--- config.mk ---
export PLATFORM = sky130hd
export DESIGN_NAME = parity_frame_sequencer
export DESIGN_NICKNAME = d
export VERILOG_FILES = /design/src/rtl/parity_pkg.sv /design/src/rtl/parity_accumulator.sv /design/src/rtl/parity_frame_sequencer.sv
export SDC_FILE = /design/constraint.sdc
export NUM_CORES = 1
export LEC_CHECK = 0
export ABC_AREA = 0
export BUFFER_PORTS_ARGS = -buffer_cell sky130_fd_sc_hd__buf_2
export CAP_MARGIN = 20
export CORE_MARGIN = 1
export CORE_UTILIZATION = 25
export CTS_BUF_LIST = sky130_fd_sc_hd__clkbuf_16
export DETAILED_ROUTE_END_ITERATION = 6
export PLACE_DENSITY_LB_ADDON = 0.2
export RECOVER_POWER = 100
export SYNTH_ARGS = -nofsm -noshare
export SYNTH_HDL_FRONTEND = slang
export SYNTH_SLANG_ARGS = --single-unit
--- constraint.sdc ---
create_clock -name clk -period 1.5 [get_ports clk]
set_input_delay 0.15 -clock clk [delete_from_list [all_inputs] [get_ports clk]]
set_output_delay 0.15 -clock clk [all_outputs]
set_load 0.02 [all_outputs]
--- src/rtl/parity_pkg.sv ---
// parity_pkg: shared types and constants for the parity frame sequencer
package parity_pkg;
  typedef enum logic [1:0] {IDLE, DATA, PARITY, REPORT} state_e;
  localparam bit EVEN = 1'b1;
  localparam bit ODD = 1'b0;
  localparam int DEF_DATA_BITS = 3;
  localparam int DEF_CNT_W = 8;
endpackage

--- src/rtl/parity_accumulator.sv ---
// parity_accumulator: one-bit XOR fold of data bits with final parity compare
module parity_accumulator (
  input  logic clk,
  input  logic rst,
  input  logic clr,
  input  logic en,
  input  logic bit_in,
  input  logic check,
  input  logic even_mode,
  output logic err
);
  logic acc_q, acc_d;
  // fold accepted data bits; clear at frame start
  always_comb acc_d = clr ? 1'b0 : en ? acc_q ^ bit_in : acc_q;
  // accumulator register
  always_ff @(posedge clk) acc_q <= rst ? 1'b0 : acc_d;
  assign err = check & (acc_q ^ bit_in ^ even_mode ^ 1'b1);
endmodule

--- src/rtl/parity_frame_sequencer.sv ---
// parity_frame_sequencer: serial frame FSM with parity verdict and saturating counters
module parity_frame_sequencer
  import parity_pkg::*;
#(
  parameter int DATA_BITS = DEF_DATA_BITS,
  parameter bit EVEN_PARITY = EVEN,
  parameter int CNT_W = DEF_CNT_W
) (
  input  logic             clk,
  input  logic             rst,
  input  logic             start,
  input  logic             bit_in,
  input  logic             bit_valid,
  output logic             busy,
  output logic             done,
  output logic             parity_err,
  output logic [CNT_W-1:0] frame_count,
  output logic [CNT_W-1:0] err_count
);
  localparam int IDX_W = $clog2(DATA_BITS + 1);
  localparam logic [IDX_W-1:0] LAST = IDX_W'(DATA_BITS - 1);
  state_e state_q, state_d;
  logic [IDX_W-1:0] idx_q, idx_d;
  logic perr_q, perr_d;
  logic [CNT_W-1:0] fc_q, fc_d, ec_q, ec_d;
  logic take_start, accept, check, err;
  assign take_start = (state_q == IDLE) && start;
  assign accept = (state_q == DATA) && bit_valid;
  assign check = (state_q == PARITY) && bit_valid;
  parity_accumulator u_acc (
    .clk(clk),
    .rst(rst),
    .clr(take_start),
    .en(accept),
    .bit_in(bit_in),
    .check(check),
    .even_mode(EVEN_PARITY),
    .err(err)
  );
  // state and datapath registers
  always_ff @(posedge clk) begin
    if (rst) begin
      state_q <= IDLE;
      idx_q <= '0;
      perr_q <= 1'b0;
      fc_q <= '0;
      ec_q <= '0;
    end else begin
      state_q <= state_d;
      idx_q <= idx_d;
      perr_q <= perr_d;
      fc_q <= fc_d;
      ec_q <= ec_d;
    end
  end
  // next-state: start opens a frame, last data bit moves to parity, parity bit to report
  always_comb begin
    state_d = state_q;
    unique case (state_q)
      IDLE:    state_d = start ? DATA : IDLE;
      DATA:    state_d = (accept && idx_q == LAST) ? PARITY : DATA;
      PARITY:  state_d = bit_valid ? REPORT : PARITY;
      default: state_d = IDLE;
    endcase
  end
  // bit index, verdict and saturating counters
  always_comb begin
    idx_d = take_start ? '0 : accept ? idx_q + 1'b1 : idx_q;
    perr_d = take_start ? 1'b0 : check ? err : perr_q;
    fc_d = (state_q == REPORT && fc_q != '1) ? fc_q + 1'b1 : fc_q;
    ec_d = (state_q == REPORT && perr_q && ec_q != '1) ? ec_q + 1'b1 : ec_q;
  end
  // outputs decoded from state
  always_comb begin
    busy = state_q != IDLE;
    done = state_q == REPORT;
    parity_err = perr_q;
    frame_count = fc_q;
    err_count = ec_q;
  end
endmodule

==> reports/metrics.yaml <==
status: "completed"
die-area_um2: 4520
required_ns: 1.68
multiInputGateArea_um2: 584
hp-class: "in2reg"
die-width_um: 67.2
fmax_mhz: 709
core_um2: 4030
cts_buffers: 3
drtIter0Drc: 46
die_y_um: 67.2
worstSetupEndpointType: "flip-flop"
synth_edf_count: 0
worst-path-max-fanout: 4
slowest_stage: "or4_1"
drive_above_1_share_pct: 14.2
stdcell_count: 205
synth_top_area_share_pct: 41.4
critPathKind: "reg2reg"
final_cell_mix: "dfxtp_1 (21), nor2_1 (18), clkbuf_1 (17)"
rr_worst_depth: 5
grt_max_degree: 20
rsz0062_at_grt: "false"
synth.distinct_cells: 35
report.final.slew_viol_count: 0
synthesis.nets: 130
vias_per_cell: 4.84
cts_hold_buf: 0
relSlewSlack_pct: 74.4
nets: 164
gp_congestion: 0.809
cap_viol_max_count: 0
clockBufferDepth: 2
setup_viol: 0
seqCellArea_um2: 442
area_growth_pct: 26.7
finalSetupTns_ns: 0
cts_resized: 0
first_global_vias: 920
path_cells: "ha_1 > nand3_1 > nor2_1 > or4_1 > a21oi_1"
p_leak_nw: 0.536
fin_worst_skew_ns: 0.00552
cts_tree: "built"
netlist_area_um2: 1060
grt_overflow_total: 0
drtPass1Iterations: 4
drc: 0
final_core_util_pct: 33.4
ys_warn_count: 0
syn_avg_cell_area_um2: 8.72
critPathMaxStageDelay_ns: 0.40
powerDensity_nw_per_um2: 901
postCtsSetupRepairBufs: 0
synthFlopType: "dfxtp_1"
hpwl_um: 1870
wl_um: 2490
start_util_pct: 26.4
synthCells: 122
grt_pass1_wl_um: 4170
ys_seq_area_share_pct: 41.4
synth_top_area_cell: "dfxtp_1"
ioPinCount: 24
clk_pin_slew_ns: 0.06
yosys-top-cells-area: "dfxtp_1 (41%), nor2_1 (6.4%), mux2i_1 (4.7%), a21oi_1 (4.2%), ha_1 (3.5%)"
vias: 992
numClockSinks: 22
dp.cells: 201
fin_crit_ns: 1.41
synth_seq_cells: 22
grt_use_total_pct: 12.2
cts_root_buf: "clkbuf_16"
postRouteAntennaNets: 0
htree_levels: 1
tightest_slew_ns: 0.383
antenna_cells: 0
synthArstFlopShare_pct: 0
hold_viol: 0
min_period_over_period_pct: 94.0
ir_drop_mv: 0.530
layout_commonest_cell: "dfxtp_1"
hold_depth: 2
final.fill_count: 447
portBuffers: 23
wl_per_cell_um: 12.1
rows: 23
antenna_found_initial: 0
clkLatencyLatePin_ns: 0.25
cp-start-kind: "flip-flop"
arrival_ns: 1.59
[layer usage]
metal / wire (um) / global-route usage, % / vias up
li1: - / - / 508
met1: 1200 / 15.3 / 464
met2: 1140 / 20.1 / 18
met3: 127 / 3.72 / 2
met4: 17 / 3.19 / 0
met5: 0 / 0 / -
[worst paths after layout]
kind / startpoint / to / slack, ns
min reg2reg: idx_q[1] / idx_q[1] / 0.52
max: frame_count[0] / frame_count[5] / 0.09
max reg2reg: frame_count[0] / frame_count[5] / 0.09
min: start / state_q[0] / 0.20
[layout make-up]
cell class                 count  area share, %
clock inverter                 1          0.279
clock buffer                   3           5.57
tap                           50           4.64
multi-input combinational     92           43.4
sequential                    22           32.8
inverter                       5           1.39
timing repair buffer          32           12.0
[per-stage QoR]
step	setup WS [ns]	area (um2)	power [mW]	hold WS [ns]
detailed placement	0.0182	1290	0.666	0.460
global route	0.00270	1350	1.26	0.212
CTS	0.00630	1370	1.24	0.200
finish	0.0902	1350	1.21	0.201
global placement	0.135	1290	0.663	0.454
floorplan	0.0175	1060	0.644	0.319
[synthesized netlist by cell type, types with 2 or more instances]
cell type / instances
xnor2_1: 3
nand3_1: 3
nand4_1: 5
mux2i_1: 5
and3_1: 2
nor3_1: 5
inv_1: 5
xor2_1: 4
a211oi_1: 4
dfxtp_1: 22
nand2_1: 7
o21ai_0: 4
a31oi_1: 2
and4_1: 3
nor2_1: 18
a21oi_1: 9
ha_1: 3
[sequential cells by signal, summed over array words and instances, names as in the netlist]
register / flops
idx_q: 2
frame_count: 8
parity_err: 1
u_acc.acc_q: 1
err_count: 8
state_q: 2
[where the power goes]
part           switching [mW]  leakage (nW)  internal (mW)  total (mW)
combinational          0.0353         0.319         0.0220      0.0573
clock                   0.208        0.0385          0.355       0.563
sequential            0.00354         0.178          0.590       0.594
total                   0.246         0.536          0.968        1.21
[critical path, delay by kind of cell (launching register included)]
family / cells / cell delay (ns)
flip-flops: 1 / 0.33
AND/OR/NAND/NOR: 3 / 0.60
adder cells (fa/ha/maj): 1 / 0.25
AO/OA/AOI/OAI: 1 / 0.17
[cell families (layout without fill, tap and decap cells)]
kind of cell | Yosys count | after routing | share of synthesized area, %
AOI/OAI and AO/OA | 25 | 25 | 15.2
xor gates and xnor gates | 7 | 7 | 5.76
adders and majority gates | 3 | 3 | 3.53
buffers and inverters | 8 | 41 | 3.53
DFF | 22 | 22 | 41.4
muxes | 5 | 5 | 4.71
and+or+nand+nor | 52 | 52 | 25.9
No activity file was read; power rests on OpenSTA's default activity.
